--- src/rtl/box_sprite_renderer.sv ---
// rtl/box_sprite_renderer.sv - erase-then-draw box sprite pixel emitter for a 160x120 VGA adapter
//
// Purpose:
//   Accepts one move request (old position, new position, colour, erase flag),
//   erases the box at the old position with BG_COLOUR, then draws it at the new
//   position. One registered pixel per cycle on x/y/colour/plot; pixels whose
//   9-bit x sum or 8-bit y sum fall outside the screen are emitted with plot=0.
//
// Optional feature:
//   `define BOX_SPRITE_RENDERER_CLEAR_EN adds input clear_req and a CLEAR state
//   that sweeps the whole screen with BG_COLOUR. clear_req wins over req_valid.
//
// Ports:
//   clk, reset_n           clock, synchronous active-low reset
//   req_valid/req_ready    move request handshake (ready only while idle)
//   req_old_x/req_old_y    previous top-left corner
//   req_new_x/req_new_y    new top-left corner
//   req_colour, req_erase  draw colour, erase-old-box-first flag
//   clear_req              full-screen clear request (CLEAR_EN builds only)
//   x, y, colour, plot     registered pixel stream to the VGA adapter
//   busy                   request in flight (ERASE/DRAW/CLEAR/DONE)
//   done                   one-cycle pulse when a request completes
module box_sprite_renderer #(
   parameter int         BOX_W     = 4,
   parameter int         BOX_H     = 4,
   parameter int         SCREEN_W  = 160,
   parameter int         SCREEN_H  = 120,
   parameter logic [2:0] BG_COLOUR = 3'b000
) (
   input  logic       clk,
   input  logic       reset_n,
   input  logic       req_valid,
   output logic       req_ready,
   input  logic [7:0] req_old_x,
   input  logic [6:0] req_old_y,
   input  logic [7:0] req_new_x,
   input  logic [6:0] req_new_y,
   input  logic [2:0] req_colour,
   input  logic       req_erase,
`ifdef BOX_SPRITE_RENDERER_CLEAR_EN
   input  logic       clear_req,
`endif
   output logic [7:0] x,
   output logic [6:0] y,
   output logic [2:0] colour,
   output logic       plot,
   output logic       busy,
   output logic       done
);

   typedef enum logic [2:0] {
      S_IDLE  = 3'd0,
      S_ERASE = 3'd1,
      S_DRAW  = 3'd2,
      S_DONE  = 3'd3
`ifdef BOX_SPRITE_RENDERER_CLEAR_EN
      , S_CLEAR = 3'd4
`endif
   } state_t;

   localparam logic [7:0] BOX_COL_MAX = 8'(BOX_W - 1);
   localparam logic [6:0] BOX_ROW_MAX = 7'(BOX_H - 1);
   localparam logic [8:0] SCR_W       = 9'(SCREEN_W);
   localparam logic [7:0] SCR_H       = 8'(SCREEN_H);

   state_t     state_q;
   logic [7:0] col_q;
   logic [6:0] row_q;
   logic [7:0] old_x_q, new_x_q;
   logic [6:0] old_y_q, new_y_q;
   logic [2:0] draw_colour_q;
   logic [7:0] x_q;
   logic [6:0] y_q;
   logic [2:0] pix_colour_q;
   logic       plot_q, busy_q, done_q, ready_q;

   logic       start_clear, accept;
   logic [7:0] col_max;
   logic [6:0] row_max;
   logic       col_wrap, scan_last;
   logic [7:0] nxt_col, base_x, off_col;
   logic [6:0] nxt_row, base_y, off_row;
   logic [8:0] sum_x;
   logic [7:0] sum_y;
   logic       on_screen;

`ifdef BOX_SPRITE_RENDERER_CLEAR_EN
   assign start_clear = (state_q == S_IDLE) && clear_req;
   assign req_ready   = ready_q && !clear_req;
`else
   assign start_clear = 1'b0;
   assign req_ready   = ready_q;
`endif
   assign accept = req_valid && req_ready;

   // Outputs are registered, so the pixel emitted at each edge is the one
   // *after* the current (col_q,row_q); on accept and on the ERASE->DRAW
   // hand-over it is offset (0,0) of the next phase instead.
   always_comb begin
      col_max = BOX_COL_MAX;
      row_max = BOX_ROW_MAX;
`ifdef BOX_SPRITE_RENDERER_CLEAR_EN
      if (state_q == S_CLEAR) begin
         col_max = 8'(SCREEN_W - 1);
         row_max = 7'(SCREEN_H - 1);
      end
`endif
      col_wrap  = (col_q == col_max);
      scan_last = col_wrap && (row_q == row_max);
      nxt_col   = col_wrap ? 8'd0 : col_q + 8'd1;
      nxt_row   = col_wrap ? row_q + 7'd1 : row_q;

      base_x  = old_x_q;
      base_y  = old_y_q;
      off_col = nxt_col;
      off_row = nxt_row;
      case (state_q)
         S_IDLE: begin
            base_x  = req_erase ? req_old_x : req_new_x;
            base_y  = req_erase ? req_old_y : req_new_y;
            off_col = 8'd0;
            off_row = 7'd0;
`ifdef BOX_SPRITE_RENDERER_CLEAR_EN
            if (start_clear) begin
               base_x = 8'd0;
               base_y = 7'd0;
            end
`endif
         end
         S_ERASE: begin
            if (scan_last) begin
               base_x  = new_x_q;
               base_y  = new_y_q;
               off_col = 8'd0;
               off_row = 7'd0;
            end
         end
         S_DRAW: begin
            base_x = new_x_q;
            base_y = new_y_q;
         end
`ifdef BOX_SPRITE_RENDERER_CLEAR_EN
         S_CLEAR: begin
            base_x = 8'd0;
            base_y = 7'd0;
         end
`endif
         default: ;
      endcase

      // Widened sums so that wrap past 255/127 is seen as off-screen.
      sum_x     = {1'b0, base_x} + {1'b0, off_col};
      sum_y     = {1'b0, base_y} + {1'b0, off_row};
      on_screen = (sum_x < SCR_W) && (sum_y < SCR_H);
   end

   always_ff @(posedge clk) begin
      if (!reset_n) begin
         state_q       <= S_IDLE;
         col_q         <= 8'd0;
         row_q         <= 7'd0;
         old_x_q       <= 8'd0;
         old_y_q       <= 7'd0;
         new_x_q       <= 8'd0;
         new_y_q       <= 7'd0;
         draw_colour_q <= 3'd0;
         x_q           <= 8'd0;
         y_q           <= 7'd0;
         pix_colour_q  <= 3'd0;
         plot_q        <= 1'b0;
         busy_q        <= 1'b0;
         done_q        <= 1'b0;
         ready_q       <= 1'b1;
      end else begin
         done_q <= 1'b0;
         plot_q <= 1'b0;
         case (state_q)
            S_IDLE: begin
               col_q <= 8'd0;
               row_q <= 7'd0;
               if (start_clear) begin
`ifdef BOX_SPRITE_RENDERER_CLEAR_EN
                  state_q <= S_CLEAR;
`endif
                  ready_q      <= 1'b0;
                  busy_q       <= 1'b1;
                  x_q          <= sum_x[7:0];
                  y_q          <= sum_y[6:0];
                  pix_colour_q <= BG_COLOUR;
                  plot_q       <= on_screen;
               end else if (accept) begin
                  old_x_q       <= req_old_x;
                  old_y_q       <= req_old_y;
                  new_x_q       <= req_new_x;
                  new_y_q       <= req_new_y;
                  draw_colour_q <= req_colour;
                  state_q       <= req_erase ? S_ERASE : S_DRAW;
                  ready_q       <= 1'b0;
                  busy_q        <= 1'b1;
                  x_q           <= sum_x[7:0];
                  y_q           <= sum_y[6:0];
                  pix_colour_q  <= req_erase ? BG_COLOUR : req_colour;
                  plot_q        <= on_screen;
               end
            end
            S_ERASE: begin
               x_q    <= sum_x[7:0];
               y_q    <= sum_y[6:0];
               plot_q <= on_screen;
               if (scan_last) begin
                  state_q      <= S_DRAW;
                  col_q        <= 8'd0;
                  row_q        <= 7'd0;
                  pix_colour_q <= draw_colour_q;
               end else begin
                  col_q        <= nxt_col;
                  row_q        <= nxt_row;
                  pix_colour_q <= BG_COLOUR;
               end
            end
            S_DRAW: begin
               if (scan_last) begin
                  state_q <= S_DONE;
                  done_q  <= 1'b1;
               end else begin
                  col_q        <= nxt_col;
                  row_q        <= nxt_row;
                  x_q          <= sum_x[7:0];
                  y_q          <= sum_y[6:0];
                  pix_colour_q <= draw_colour_q;
                  plot_q       <= on_screen;
               end
            end
`ifdef BOX_SPRITE_RENDERER_CLEAR_EN
            S_CLEAR: begin
               if (scan_last) begin
                  state_q <= S_DONE;
                  done_q  <= 1'b1;
               end else begin
                  col_q        <= nxt_col;
                  row_q        <= nxt_row;
                  x_q          <= sum_x[7:0];
                  y_q          <= sum_y[6:0];
                  pix_colour_q <= BG_COLOUR;
                  plot_q       <= on_screen;
               end
            end
`endif
            S_DONE: begin
               state_q <= S_IDLE;
               busy_q  <= 1'b0;
               ready_q <= 1'b1;
            end
            default: state_q <= S_IDLE;
         endcase
      end
   end

   assign x      = x_q;
   assign y      = y_q;
   assign colour = pix_colour_q;
   assign plot   = plot_q;
   assign busy   = busy_q;
   assign done   = done_q;

endmodule

--- config.mk ---
export PLATFORM = sky130hd
export DESIGN_NAME = box_sprite_renderer
export DESIGN_NICKNAME = d
export VERILOG_FILES = /design/src/rtl/box_sprite_renderer.sv
export SDC_FILE = /design/constraint.sdc
export NUM_CORES = 1
export LEC_CHECK = 0
export CAP_MARGIN = 20
export CORE_AREA = 2 2 102 104
export CTS_CLUSTER_SIZE = 12
export DETAILED_ROUTE_END_ITERATION = 16
export DIE_AREA = 0 0 104 106
export DONT_BUFFER_PORTS = 1
export RECOVER_POWER = 100
export SLEW_MARGIN = 20
export SYNTH_ARGS = -nofsm -noshare
export SYNTH_HDL_FRONTEND = slang
export SYNTH_SLANG_ARGS = --single-unit
--- constraint.sdc ---
create_clock -name clk -period 4.8 [get_ports clk]
set_clock_uncertainty 0.15 [all_clocks]
set_input_delay 0.48 -clock clk [delete_from_list [all_inputs] [get_ports clk]]
set_output_delay 0.48 -clock clk [all_outputs]
set_load 0.005 [all_outputs]
==> report_table.html, run 1 <==
<table>
<tr><th>Metric</th><th>Value</th></tr>
<tr><th colspan="2">CTS</th></tr>
<tr><td>Clock sink total</td><td>72</td></tr>
<tr><td>Inserted Clock Buffers</td><td>9</td></tr>
<tr><td>H-tree depth</td><td>3</td></tr>
<tr><td>CTS tree</td><td>yes</td></tr>
<tr><td>Longest Clk Path Bufs</td><td>2</td></tr>
<tr><td>Gates resized, CTS repair</td><td>0</td></tr>
<tr><td>Cts hold-fix bufs</td><td>0</td></tr>
<tr><td>Setup bufs post-CTS</td><td>0</td></tr>
<tr><td>Clock slew at reported path FFs</td><td>0.08 ns</td></tr>
<tr><td>Clock Tree Root</td><td>sky130_fd_sc_hd__clkbuf_8</td></tr>
<tr><td>Clock latency on the worst-skew pair</td><td>0.36 ns</td></tr>
<tr><th colspan="2">Placement</th></tr>
<tr><td>Half-perimeter wire length after detailed placement</td><td>7820 um</td></tr>
<tr><td>Number of port buffers</td><td>0</td></tr>
<tr><td>Placer congestion estimate</td><td>0.864</td></tr>
<tr><th colspan="2">Yosys</th></tr>
<tr><td>Sequential cell area fraction in the yosys report</td><td>0.327</td></tr>
<tr><td>Flip-flop cell with the highest count after synthesis</td><td>sky130_fd_sc_hd__dfxtp_1</td></tr>
<tr><td>FF+latch count, synth</td><td>72</td></tr>
<tr><td>Cells after Synth</td><td>555</td></tr>
<tr><td>Count of unique library cells instantiated by Yosys</td><td>59</td></tr>
<tr><td>Post-Synthesis Mean Instance Area</td><td>7.93 sq um</td></tr>
<tr><td>Number of synthesized flops with an enable pin</td><td>0</td></tr>
<tr><td>Net Count, Synth</td><td>615</td></tr>
<tr><td>Synthesis Warnings</td><td>0</td></tr>
<tr><td>Post-synthesis instance area</td><td>4400 sq um</td></tr>
<tr><td>Asr flop ratio synth</td><td>0</td></tr>
<tr><th colspan="2">GRT</th></tr>
<tr><td>Largest net degree at the start of global routing</td><td>73</td></tr>
<tr><td>Antenna violations before repair</td><td>0</td></tr>
<tr><td>Leftover overflow at the end of global routing</td><td>0</td></tr>
<tr><td>Wire length of the first global-routing pass</td><td>17800 um</td></tr>
<tr><td>Number of global-route vias before repair</td><td>3406</td></tr>
<tr><td>Global-route usage over all layers</td><td>0.205</td></tr>
<tr><th colspan="2">Timing</th></tr>
<tr><td>Highest attainable clock frequency</td><td>233 MHz</td></tr>
<tr><td>Number of endpoints failing setup at the final stage</td><td>0</td></tr>
<tr><td>Max-slew violations</td><td>0</td></tr>
<tr><td>Total Neg Setup Slack</td><td>0 ns</td></tr>
<tr><td>Least-Margin Pin Slew</td><td>1.05 ns</td></tr>
<tr><td>Clock period minus final worst setup slack</td><td>4.29 ns</td></tr>
<tr><td>RSZ-0062 raised after global routing</td><td>no</td></tr>
<tr><td>Tcrit/Tclk final</td><td>0.895</td></tr>
<tr><td>Worst slew margin relative to its limit</td><td>0.300</td></tr>
<tr><td>Final-report hold violation count</td><td>0</td></tr>
<tr><td>Worst Hold Slack</td><td>0.0689 ns</td></tr>
<tr><th colspan="2">Die</th></tr>
<tr><td>Core region area</td><td>10000 sq um</td></tr>
<tr><td>Die height</td><td>106 um</td></tr>
<tr><td>Std cell rows</td><td>37</td></tr>
<tr><td>Die area</td><td>11000 sq um</td></tr>
<tr><td>I/O Pins</td><td>59</td></tr>
<tr><td>Width of the chip</td><td>104 um</td></tr>
<tr><td>Initial Util</td><td>0.440</td></tr>
<tr><th colspan="2">Finish</th></tr>
<tr><td>Ant. Diodes</td><td>0</td></tr>
<tr><td>Commonest non-fill, non-tap cell in the layout</td><td>sky130_fd_sc_hd__nand2_1</td></tr>
<tr><td>Ratio of cells with drive above 1 in the final layout</td><td>0.0862</td></tr>
<tr><td>Layout Area Growth over Synthesis</td><td>4.92%</td></tr>
<tr><td>Leading cell types in the layout, fill and taps excluded</td><td>sky130_fd_sc_hd__nand2_1 (117), sky130_fd_sc_hd__dfxtp_1 (72), sky130_fd_sc_hd__a21boi_0 (49)</td></tr>
<tr><td>Final nets</td><td>600</td></tr>
<tr><th colspan="2">Setup path</th></tr>
<tr><td>Crit Path Max Fanout</td><td>8</td></tr>
<tr><td>Required time reported for the critical path endpoint</td><td>4.91 ns</td></tr>
<tr><td>Data arrival time at the worst-slack endpoint</td><td>4.40 ns</td></tr>
<tr><td>Startpoint-to-endpoint class of the critical path</td><td>flip-flop to flip-flop</td></tr>
<tr><td>Endpoint class of the critical path</td><td>flip-flop</td></tr>
<tr><td>Setup slack of the most critical reg-to-reg path</td><td>0.51 ns</td></tr>
<tr><td>Critical Path Source Type</td><td>flip-flop</td></tr>
<tr><th colspan="2">Routing</th></tr>
<tr><td>Avg WL per Cell</td><td>16.0 um</td></tr>
<tr><td>Total detailed-routing wirelength</td><td>10900 um</td></tr>
<tr><td>Number of antenna-violating nets in the routed design</td><td>0</td></tr>
<tr><td>Via density per instance</td><td>5.52</td></tr>
<tr><td>Post-detailed-route DRC marker count</td><td>0</td></tr>
<tr><td>Vias after detailed routing</td><td>3756</td></tr>
<tr><td>Count of TritonRoute iterations in the first routing pass</td><td>5</td></tr>
<tr><td>Initial DRC Count</td><td>212</td></tr>
<tr><th colspan="2">Flow run</th></tr>
<tr><td>Max-cap viol count</td><td>0</td></tr>
<tr><th colspan="2">Min path</th></tr>
<tr><td>Hold/Removal Path Class</td><td>input pin to flip-flop</td></tr>
<tr><th colspan="2">Run status</th></tr>
<tr><td>Result of the run</td><td>finished clean</td></tr>
<tr><th colspan="2">Power</th></tr>
<tr><td>Total power per unit cell area</td><td>482 nW/um^2</td></tr>
<tr><td>Leakage power figure</td><td>1.75 nW</td></tr>
<tr><td>Maximum vdd drop</td><td>212 uV</td></tr>
</table>
==> critical path, cell delays in order (launching register included) <==
cell and delay [ns]:
sky130_fd_sc_hd__dfxtp_1 0.43, sky130_fd_sc_hd__ha_1 0.29, sky130_fd_sc_hd__or3b_2 0.51, sky130_fd_sc_hd__nor4_2 0.45
sky130_fd_sc_hd__o21bai_1 0.31, sky130_fd_sc_hd__nand2_1 0.14, sky130_fd_sc_hd__o21ai_0 0.13, sky130_fd_sc_hd__ha_1 0.26
sky130_fd_sc_hd__inv_1 0.08, sky130_fd_sc_hd__fa_1 0.19, sky130_fd_sc_hd__nand2b_1 0.15, sky130_fd_sc_hd__a21oi_1 0.10
sky130_fd_sc_hd__or4b_2 0.62, sky130_fd_sc_hd__nand3_1 0.13, sky130_fd_sc_hd__nand4_1 0.08, sky130_fd_sc_hd__and3b_1 0.17
==> metrics by stage <==
step	instances	power [W]	setup WS, ns	utilization	instance area [sq um]
floorplan	555	0.00154	0.955	-	4400
global placement	665	0.00179	0.712	0.448	4480
detailed placement	665	0.00180	0.592	0.448	4480
CTS	681	0.00229	0.569	0.466	4660
global route	681	0.00240	0.191	0.462	4620
finish	681	0.00223	0.506	0.462	4620
==> Yosys cell counts (11+ instances only) <==
cell type                  instances  share of area
sky130_fd_sc_hd__a21oi_1          18          0.020
sky130_fd_sc_hd__dfxtp_1          72           0.33
sky130_fd_sc_hd__mux2_2           15          0.038
sky130_fd_sc_hd__clkbuf_1         26          0.022
sky130_fd_sc_hd__nand2_1         117           0.10
sky130_fd_sc_hd__ha_1             21          0.060
sky130_fd_sc_hd__inv_1            11         0.0094
sky130_fd_sc_hd__o21ai_0          40          0.045
sky130_fd_sc_hd__a22oi_1          15          0.026
sky130_fd_sc_hd__a21boi_0         40          0.068
sky130_fd_sc_hd__nor2_1           37          0.032
sky130_fd_sc_hd__nor2b_1          14          0.020
sky130_fd_sc_hd__nand3_1          14          0.016
==> worst paths after layout <==
check / from / depth (start not counted) / end
worst min-delay path: reset_n / 1 / req_ready
worst max-delay path: col_q[0] / 15 / plot
worst min register to register: new_x_q[1] / 2 / new_x_q[1]
worst max register to register: col_q[0] / 15 / plot
==> sequential cells by signal, summed over array words and instances (netlist names) <==
name           cells
y                  7
new_y_q            7
new_x_q            8
old_y_q            7
old_x_q            8
done               1
draw_colour_q      3
row_q              7
colour             3
req_ready          1
col_q              8
busy               1
x                  8
state_q            2
plot               1
==> cells by family after synthesis <==
group | count (synthesis) | share of synthesized area
AO/OA/AOI/OAI | 154 | 0.241
XOR/XNOR | 16 | 0.0318
adder cells (fa/ha/maj) | 23 | 0.0688
buffers and inverters | 47 | 0.0486
flip-flops | 72 | 0.327
multiplexers | 17 | 0.0429
AND/OR/NAND/NOR | 226 | 0.240
==> metal layers <==
layer  wire length (um)  up-vias  track usage
met3                538       16       0.0368
met2               5190       86        0.335
met1               4940     1750        0.263
met4                232        0       0.0965
li1                   -     1904            -
met5                  0        -            0
==> where the power goes <==
group / total [W] / internal [W] / leakage (nW) / switching, W
combinational: 0.000954 / 0.000340 / 1.08 / 0.000614
clock: 0.000478 / 0.000239 / 0.0856 / 0.000239
sequential: 0.000794 / 0.000713 / 0.589 / 0.0000803
total: 0.00223 / 0.00129 / 1.75 / 0.000933
==> area by class of cell <==
class                      count  area (sq um)
timing repair buffer          10          60.1
fill                        1014          5380
tap                          136           170
inverter                      11          41.3
clock buffer                  11           131
sequential                    72          1440
multi-input combinational    436          2720
clock inverter                 5          57.6
Power figures use the tool's default switching activity.
==> run 2, diff against run 1 <==
Settings changed: CORE_AREA 2 2 102 104 to 2 2 85 87, DIE_AREA 0 0 104 106 to 0 0 87 89, PLACE_DENSITY set to 0.81.
Clock period 4.8 ns to 5.4 ns, I/O delays scaled along.
==> report_table.html, run 2 (synthesis gave the netlist of run 1 again) <==
<table>
<tr><th>Metric</th><th>Value</th></tr>
<tr><th colspan="2">CTS</th></tr>
<tr><td>Cts hold-fix bufs</td><td>0</td></tr>
<tr><td>CTS tree</td><td>yes</td></tr>
<tr><td>Gates resized, CTS repair</td><td>0</td></tr>
<tr><td>Clock Tree Root</td><td>sky130_fd_sc_hd__clkbuf_8</td></tr>
<tr><td>Inserted Clock Buffers</td><td>9</td></tr>
<tr><td>Clock slew at reported path FFs</td><td>0.08 ns</td></tr>
<tr><td>Longest Clk Path Bufs</td><td>2</td></tr>
<tr><td>H-tree depth</td><td>3</td></tr>
<tr><td>Setup bufs post-CTS</td><td>0</td></tr>
<tr><td>Clock sink total</td><td>72</td></tr>
<tr><td>Clock latency on the worst-skew pair</td><td>0.35 ns</td></tr>
<tr><th colspan="2">GRT</th></tr>
<tr><td>Antenna violations before repair</td><td>0</td></tr>
<tr><td>Leftover overflow at the end of global routing</td><td>0</td></tr>
<tr><td>Largest net degree at the start of global routing</td><td>73</td></tr>
<tr><td>Number of global-route vias before repair</td><td>3616</td></tr>
<tr><td>Wire length of the first global-routing pass</td><td>17300 um</td></tr>
<tr><td>Global-route usage over all layers</td><td>0.284</td></tr>
<tr><th colspan="2">Die</th></tr>
<tr><td>Die height</td><td>89 um</td></tr>
<tr><td>I/O Pins</td><td>59</td></tr>
<tr><td>Std cell rows</td><td>30</td></tr>
<tr><td>Initial Util</td><td>0.655</td></tr>
<tr><td>Die area</td><td>7740 sq um</td></tr>
<tr><td>Width of the chip</td><td>87 um</td></tr>
<tr><td>Core region area</td><td>6720 sq um</td></tr>
<tr><th colspan="2">Timing</th></tr>
<tr><td>Tcrit/Tclk final</td><td>0.865</td></tr>
<tr><td>Least-Margin Pin Slew</td><td>1.26 ns</td></tr>
<tr><td>Worst slew margin relative to its limit</td><td>0.155</td></tr>
<tr><td>Number of endpoints failing setup at the final stage</td><td>0</td></tr>
<tr><td>Slack of the critical path</td><td>0.728 ns</td></tr>
<tr><td>Final-report hold violation count</td><td>0</td></tr>
<tr><td>Total Neg Setup Slack</td><td>0 ns</td></tr>
<tr><td>Max-slew violations</td><td>0</td></tr>
<tr><td>Highest attainable clock frequency</td><td>214 MHz</td></tr>
<tr><td>RSZ-0062 raised after global routing</td><td>no</td></tr>
<tr><td>Clock period minus final worst setup slack</td><td>4.67 ns</td></tr>
<tr><th colspan="2">Finish</th></tr>
<tr><td>Ant. Diodes</td><td>0</td></tr>
<tr><td>Layout Area Growth over Synthesis</td><td>4.35%</td></tr>
<tr><td>Number of filler cells placed in the layout</td><td>557</td></tr>
<tr><td>Final nets</td><td>595</td></tr>
<tr><td>Area used by multi-input combinational logic</td><td>2730 sq um</td></tr>
<tr><td>Leading cell types in the layout, fill and taps excluded</td><td>sky130_fd_sc_hd__nand2_1 (117), sky130_fd_sc_hd__dfxtp_1 (72), sky130_fd_sc_hd__a21boi_0 (49)</td></tr>
<tr><td>Commonest non-fill, non-tap cell in the layout</td><td>sky130_fd_sc_hd__nand2_1</td></tr>
<tr><td>Ratio of cells with drive above 1 in the final layout</td><td>0.0870</td></tr>
<tr><td>Sequential standard cell area</td><td>1440 sq um</td></tr>
<tr><th colspan="2">Routing</th></tr>
<tr><td>Via density per instance</td><td>6.36</td></tr>
<tr><td>Vias after detailed routing</td><td>3941</td></tr>
<tr><td>Number of antenna-violating nets in the routed design</td><td>0</td></tr>
<tr><td>Post-detailed-route DRC marker count</td><td>0</td></tr>
<tr><td>Count of TritonRoute iterations in the first routing pass</td><td>6</td></tr>
<tr><td>Avg WL per Cell</td><td>17.3 um</td></tr>
<tr><td>Initial DRC Count</td><td>306</td></tr>
<tr><td>Total detailed-routing wirelength</td><td>10700 um</td></tr>
<tr><th colspan="2">Power</th></tr>
<tr><td>Leakage power figure</td><td>1.78 nW</td></tr>
<tr><td>Maximum vdd drop</td><td>339 uV</td></tr>
<tr><td>Total power per unit cell area</td><td>460 nW/um^2</td></tr>
<tr><th colspan="2">Placement</th></tr>
<tr><td>Number of port buffers</td><td>0</td></tr>
<tr><td>Placer congestion estimate</td><td>0.844</td></tr>
<tr><td>Worst slack at placement</td><td>1.11 ns</td></tr>
<tr><td>Half-perimeter wire length after detailed placement</td><td>7500 um</td></tr>
<tr><th colspan="2">Setup path</th></tr>
<tr><td>Critical Path Source Type</td><td>flip-flop</td></tr>
<tr><td>Data arrival time at the worst-slack endpoint</td><td>4.77 ns</td></tr>
<tr><td>Required time reported for the critical path endpoint</td><td>5.50 ns</td></tr>
<tr><td>Worst setup path startpoint</td><td>col_q[0]</td></tr>
<tr><td>Endpoint class of the critical path</td><td>flip-flop</td></tr>
<tr><td>R2R depth</td><td>16</td></tr>
<tr><td>Setup slack of the most critical reg-to-reg path</td><td>0.73 ns</td></tr>
<tr><td>Startpoint-to-endpoint class of the critical path</td><td>flip-flop to flip-flop</td></tr>
<tr><td>Slowest cell on the critical path</td><td>sky130_fd_sc_hd__or3b_2</td></tr>
<tr><td>Crit Path Max Fanout</td><td>15</td></tr>
<tr><td>Cell Chain, Critical Path</td><td>ha_1 &gt; or3b_2 &gt; nor4_1 &gt; buf_4 &gt; a21o_1 &gt; a22oi_1 &gt; o21ai_0 &gt; ha_1 &gt; inv_1 &gt; fa_1 &gt; nor2b_1 &gt; o31ai_1 &gt; a21oi_1 &gt; xor2_1 &gt; o21ai_0 &gt; and3b_1</td></tr>
<tr><td>Timing endpoint of the critical path</td><td>plot</td></tr>
<tr><td>Reg-to-Reg Start</td><td>col_q[0]</td></tr>
<tr><td>Reg-to-reg endpoint</td><td>plot</td></tr>
<tr><td>Maximum single-stage delay on the critical path</td><td>0.49 ns</td></tr>
<tr><th colspan="2">Flow run</th></tr>
<tr><td>Max-cap viol count</td><td>0</td></tr>
<tr><th colspan="2">Min path</th></tr>
<tr><td>Start point of the worst min-delay path</td><td>reset_n</td></tr>
<tr><td>Hold/Removal Path Class</td><td>input pin to flip-flop</td></tr>
<tr><th colspan="2">Run status</th></tr>
<tr><td>Result of the run</td><td>finished clean</td></tr>
</table>
[run 2: cell count changes in the layout (fill, tap and decap cells not counted), moves of 2 or more]
cell / before / now
sky130_fd_sc_hd__buf_4: 6 / 3
sky130_fd_sc_hd__bufinv_16: 1 / 3
sky130_fd_sc_hd__clkbuf_1: 6 / 2
sky130_fd_sc_hd__clkinvlp_4: 3 / 1
[run 2: worst min path at each step]
stage	endpoint	slack, ns	depth (start not counted)
after floorplan	draw_colour_q[0]	0.29	2
after global placement	old_x_q[6]	0.30	2
after detailed placement	old_x_q[6]	0.31	2
after CTS	req_ready	0.10	1
after global routing	req_ready	0.11	1
final	req_ready	0.15	1
[run 2: worst max-delay path, delay by kind of cell (launching register included)]
kind                     cells  cell delay, ns
AO/OA/AOI/OAI                6            1.39
buffers and inverters        2            0.32
adder cells (fa/ha/maj)      3            0.92
flip-flops                   1            0.42
AND/OR/NAND/NOR              4            1.15
XOR/XNOR                     1            0.21
[run 2: layout make-up]
| cell class | instances | share of cell area |
|---|---|---|
| repair buffers | 5 | 0.00654 |
| flip-flops and latches | 72 | 0.314 |
| clock buffers | 10 | 0.0300 |
| inverters | 11 | 0.00899 |
| multi-input cells | 436 | 0.594 |
| clock inverters | 6 | 0.0251 |
| well taps | 80 | 0.0218 |
[run 2: per-stage QoR]
stage	instances	hold slack [ns]	cell area, sq um	total power (W)	utilization
final	620	0.149	4590	0.00211	0.684
after floorplan	555	0.293	4400	0.00137	-
after CTS	620	0.105	4630	0.00211	0.688
after detailed placement	604	0.307	4370	0.00157	0.651
after global placement	604	0.300	4370	0.00153	0.650
after global routing	620	0.111	4590	0.00224	0.684
[run 2: per-layer routing]
| metal | global-route usage | up-vias | wire, um |
|---|---|---|---|
| met2 | 0.461 | 184 | 4940 |
| met3 | 0.0591 | 22 | 844 |
| li1 | - | 1895 | - |
| met1 | 0.377 | 1840 | 4670 |
| met4 | 0.0980 | 0 | 242 |
| met5 | 0 | - | 0 |
[run 2: report_power, final]
| group | internal [W] | switching, W |
|---|---|---|
| clock | 0.000322 | 0.000217 |
| sequential | 0.000634 | 0.0000714 |
| combinational | 0.000297 | 0.000570 |
| total | 0.00125 | 0.000858 |
==> run 3, diff against run 2 <==
Settings changed: CORE_AREA 2 2 85 87 to 2 2 89 91, CTS_BUF_LIST set to sky130_fd_sc_hd__clkbuf_4, DIE_AREA 0 0 87 89 to 0 0 91 93, PLACE_DENSITY 0.81 to 0.77, SETUP_SLACK_MARGIN set to 0.05.
Clock period 5.4 ns to 3.9 ns, I/O delays scaled along.
==> report_table.html, run 3 (synthesis gave the netlist of run 1 again) <==
<table>
<tr><th>Metric</th><th>Value</th></tr>
<tr><th colspan="2">Setup path</th></tr>
<tr><td>Required time reported for the critical path endpoint</td><td>4.10 ns</td></tr>
<tr><td>Endpoint class of the critical path</td><td>flip-flop</td></tr>
<tr><td>Critical Path Source Type</td><td>flip-flop</td></tr>
<tr><td>Cell Chain, Critical Path</td><td>ha_1 &gt; or3b_1 &gt; nor4_4 &gt; buf_4 &gt; buf_4 &gt; o21bai_2 &gt; buf_4 &gt; nand2_1 &gt; o21ai_0 &gt; ha_1 &gt; nor2b_2 &gt; o31ai_2 &gt; a21oi_1 &gt; xor2_1 &gt; o21ai_0 &gt; and3b_1</td></tr>
<tr><td>Setup slack of the most critical reg-to-reg path</td><td>0.17 ns</td></tr>
<tr><td>Gate family responsible for the most delay along the worst path</td><td>simple AND/OR/NAND/NOR gates</td></tr>
<tr><td>Startpoint-to-endpoint class of the critical path</td><td>flip-flop to flip-flop</td></tr>
<tr><td>R2R depth</td><td>16</td></tr>
<tr><td>Number of buffer and inverter stages on the critical path</td><td>3</td></tr>
<tr><td>Crit Path Max Fanout</td><td>9</td></tr>
<tr><td>Data arrival time at the worst-slack endpoint</td><td>3.93 ns</td></tr>
<tr><td>Slowest cell on the critical path</td><td>sky130_fd_sc_hd__or3b_1</td></tr>
<tr><td>Instance count on the critical path</td><td>16</td></tr>
<tr><td>Maximum single-stage delay on the critical path</td><td>0.43 ns</td></tr>
<tr><td>Library cell appearing most often on the critical path</td><td>sky130_fd_sc_hd__buf_4</td></tr>
<tr><th colspan="2">Power</th></tr>
<tr><td>Power spent charging and discharging nets</td><td>0.00125 W</td></tr>
<tr><td>Fraction of power consumed by combinational cells</td><td>0.468</td></tr>
<tr><td>Maximum vdd drop</td><td>343 uV</td></tr>
<tr><td>Cell internal pwr</td><td>0.00178 W</td></tr>
<tr><td>Leakage power figure</td><td>2.10 nW</td></tr>
<tr><td>Portion of total power attributed to sequential cells</td><td>0.323</td></tr>
<tr><td>Clock network fraction of total power</td><td>0.209</td></tr>
<tr><td>Total power draw</td><td>0.00302 W</td></tr>
<tr><td>Total power per unit cell area</td><td>576 nW/um^2</td></tr>
<tr><td>Switching share of power</td><td>0.413</td></tr>
<tr><th colspan="2">GRT</th></tr>
<tr><td>Leftover overflow at the end of global routing</td><td>0</td></tr>
<tr><td>Wire length of the first global-routing pass</td><td>19300 um</td></tr>
<tr><td>Number of global-route vias before repair</td><td>4140</td></tr>
<tr><td>Global-route usage over all layers</td><td>0.286</td></tr>
<tr><td>Antenna violations before repair</td><td>0</td></tr>
<tr><td>Largest net degree at the start of global routing</td><td>72</td></tr>
<tr><th colspan="2">Routing</th></tr>
<tr><td>Count of TritonRoute iterations in the first routing pass</td><td>5</td></tr>
<tr><td>Via density per instance</td><td>6.01</td></tr>
<tr><td>Vias after detailed routing</td><td>4263</td></tr>
<tr><td>Avg WL per Cell</td><td>17.3 um</td></tr>
<tr><td>Total detailed-routing wirelength</td><td>12300 um</td></tr>
<tr><td>Post-detailed-route DRC marker count</td><td>0</td></tr>
<tr><td>Initial DRC Count</td><td>344</td></tr>
<tr><td>Number of antenna-violating nets in the routed design</td><td>0</td></tr>
<tr><th colspan="2">Timing</th></tr>
<tr><td>Final-report hold violation count</td><td>0</td></tr>
<tr><td>Clock period minus final worst setup slack</td><td>3.73 ns</td></tr>
<tr><td>Slack of the critical path</td><td>0.167 ns</td></tr>
<tr><td>Tcrit/Tclk final</td><td>0.957</td></tr>
<tr><td>Worst slew margin relative to its limit</td><td>0.501</td></tr>
<tr><td>Worst Hold Slack</td><td>0.0788 ns</td></tr>
<tr><td>Highest attainable clock frequency</td><td>268 MHz</td></tr>
<tr><td>Number of endpoints failing setup at the final stage</td><td>0</td></tr>
<tr><td>Max-slew violations</td><td>0</td></tr>
<tr><td>Total Neg Setup Slack</td><td>0 ns</td></tr>
<tr><td>Least-Margin Pin Slew</td><td>0.748 ns</td></tr>
<tr><th colspan="2">Die</th></tr>
<tr><td>I/O Pins</td><td>59</td></tr>
<tr><td>Width of the chip</td><td>91 um</td></tr>
<tr><td>Initial Util</td><td>0.585</td></tr>
<tr><td>Die height</td><td>93 um</td></tr>
<tr><td>Std cell rows</td><td>32</td></tr>
<tr><td>Die area</td><td>8460 sq um</td></tr>
<tr><td>Core region area</td><td>7530 sq um</td></tr>
<tr><th colspan="2">CTS</th></tr>
<tr><td>Longest Clk Path Bufs</td><td>2</td></tr>
<tr><td>Clock slew at reported path FFs</td><td>0.12 ns</td></tr>
<tr><td>Clock Tree Root</td><td>sky130_fd_sc_hd__clkbuf_4</td></tr>
<tr><td>Inserted Clock Buffers</td><td>9</td></tr>
<tr><td>Clock latency on the worst-skew pair</td><td>0.46 ns</td></tr>
<tr><td>CTS tree</td><td>yes</td></tr>
<tr><td>H-tree depth</td><td>3</td></tr>
<tr><td>Clock sink total</td><td>72</td></tr>
<tr><th colspan="2">Finish</th></tr>
<tr><td>Commonest non-fill, non-tap cell in the layout</td><td>sky130_fd_sc_hd__nand2_1</td></tr>
<tr><td>Number of filler cells placed in the layout</td><td>602</td></tr>
<tr><td>Ratio of cells with drive above 1 in the final layout</td><td>0.161</td></tr>
<tr><td>Ant. Diodes</td><td>0</td></tr>
<tr><td>Final nets</td><td>662</td></tr>
<tr><td>Leading cell types in the layout, fill and taps excluded</td><td>sky130_fd_sc_hd__nand2_1 (118), sky130_fd_sc_hd__dfxtp_1 (67), sky130_fd_sc_hd__a21boi_0 (45)</td></tr>
<tr><td>Layout Area Growth over Synthesis</td><td>19.1%</td></tr>
<tr><th colspan="2">Placement</th></tr>
<tr><td>Number of port buffers</td><td>0</td></tr>
<tr><td>Placer congestion estimate</td><td>0.868</td></tr>
<tr><td>Half-perimeter wire length after detailed placement</td><td>7740 um</td></tr>
<tr><td>Worst slack at placement</td><td>-0.00972 ns</td></tr>
<tr><th colspan="2">Min path</th></tr>
<tr><td>Number of instances on the worst hold path</td><td>3</td></tr>
<tr><td>Hold/Removal Path Class</td><td>input pin to flip-flop</td></tr>
<tr><th colspan="2">Run status</th></tr>
<tr><td>Result of the run</td><td>finished clean</td></tr>
<tr><th colspan="2">Flow run</th></tr>
<tr><td>Max-cap viol count</td><td>0</td></tr>
</table>
[run 3: cell count changes in the layout (fill, tap and decap cells not counted), moves of 3 or more]
cell and change:
sky130_fd_sc_hd__a21boi_0 -4, sky130_fd_sc_hd__a21boi_1 +4, sky130_fd_sc_hd__a21oi_2 +3, sky130_fd_sc_hd__buf_4 +32, sky130_fd_sc_hd__clkbuf_4 +9, sky130_fd_sc_hd__clkbuf_8 -10, sky130_fd_sc_hd__dfxtp_1 -5, sky130_fd_sc_hd__dfxtp_2 +4
sky130_fd_sc_hd__dlygate4sd3_1 +34, sky130_fd_sc_hd__o21ai_0 -9, sky130_fd_sc_hd__o21ai_1 +8
[run 3: path summary, 6_finish.rpt]
path	end	startpoint
min reg2reg	x[7]	x[7]
max reg2reg	plot	col_q[0]
min	state_q[0]	req_erase
max	plot	col_q[0]
[run 3: worst min-delay path: cells and delay by family]
| kind | cells | cell delay (ns) |
|---|---|---|
| AOI/OAI and AO/OA | 2 | 0.21 |
| and+or+nand+nor | 1 | 0.05 |
[run 3: power by group through the flow]
stage	clock network [W]	logic [W]	registers, W
6_report	0.000631	0.00142	0.000977
5_1_grt	0.000671	0.00156	0.000990
4_1_cts	0.000637	0.00132	0.000973
3_5_place_dp	0	0.00126	0.000990
3_3_place_gp	0	0.00123	0.000984
2_1_floorplan	0	0.000934	0.000964
[run 3: metal layers]
layer | GRT usage | wire length, um | up-vias
li1 | - | - | 2027
met1 | 0.336 | 5010 | 2009
met2 | 0.493 | 5910 | 185
met3 | 0.0620 | 915 | 42
met4 | 0.144 | 452 | 0
met5 | 0 | 0 | -
[run 3: per-stage QoR]
stage / util / area [sq um] / instances
6_report: 0.697 / 5250 / 709
5_1_grt: 0.697 / 5250 / 709
4_1_cts: 0.684 / 5150 / 703
3_5_place_dp: 0.610 / 4590 / 652
3_3_place_gp: 0.610 / 4590 / 652
2_1_floorplan: - / 4400 / 555
[run 3: area by class of cell]
cell class,count,area [sq um],area share
Clock buffer,9,67.6,0.0129
Clock inverter,7,125,0.0239
Inverter,11,41.3,0.00787
Multi-Input combinational cell,436,2800,0.533
Sequential cell,72,1450,0.276
Tap cell,102,128,0.0243
Timing Repair Buffer,72,638,0.122
[run 3: repair_timing]
action                                 in CTS  in global routing
resized for setup                           4                 31
setup endpoints to repair                   1                  5
endpoints found under the hold margin      71                  0
hold buffers                               35                  0
gates cloned                                0                  0
pin swaps                                   3                  8
setup buffers                               0                  6
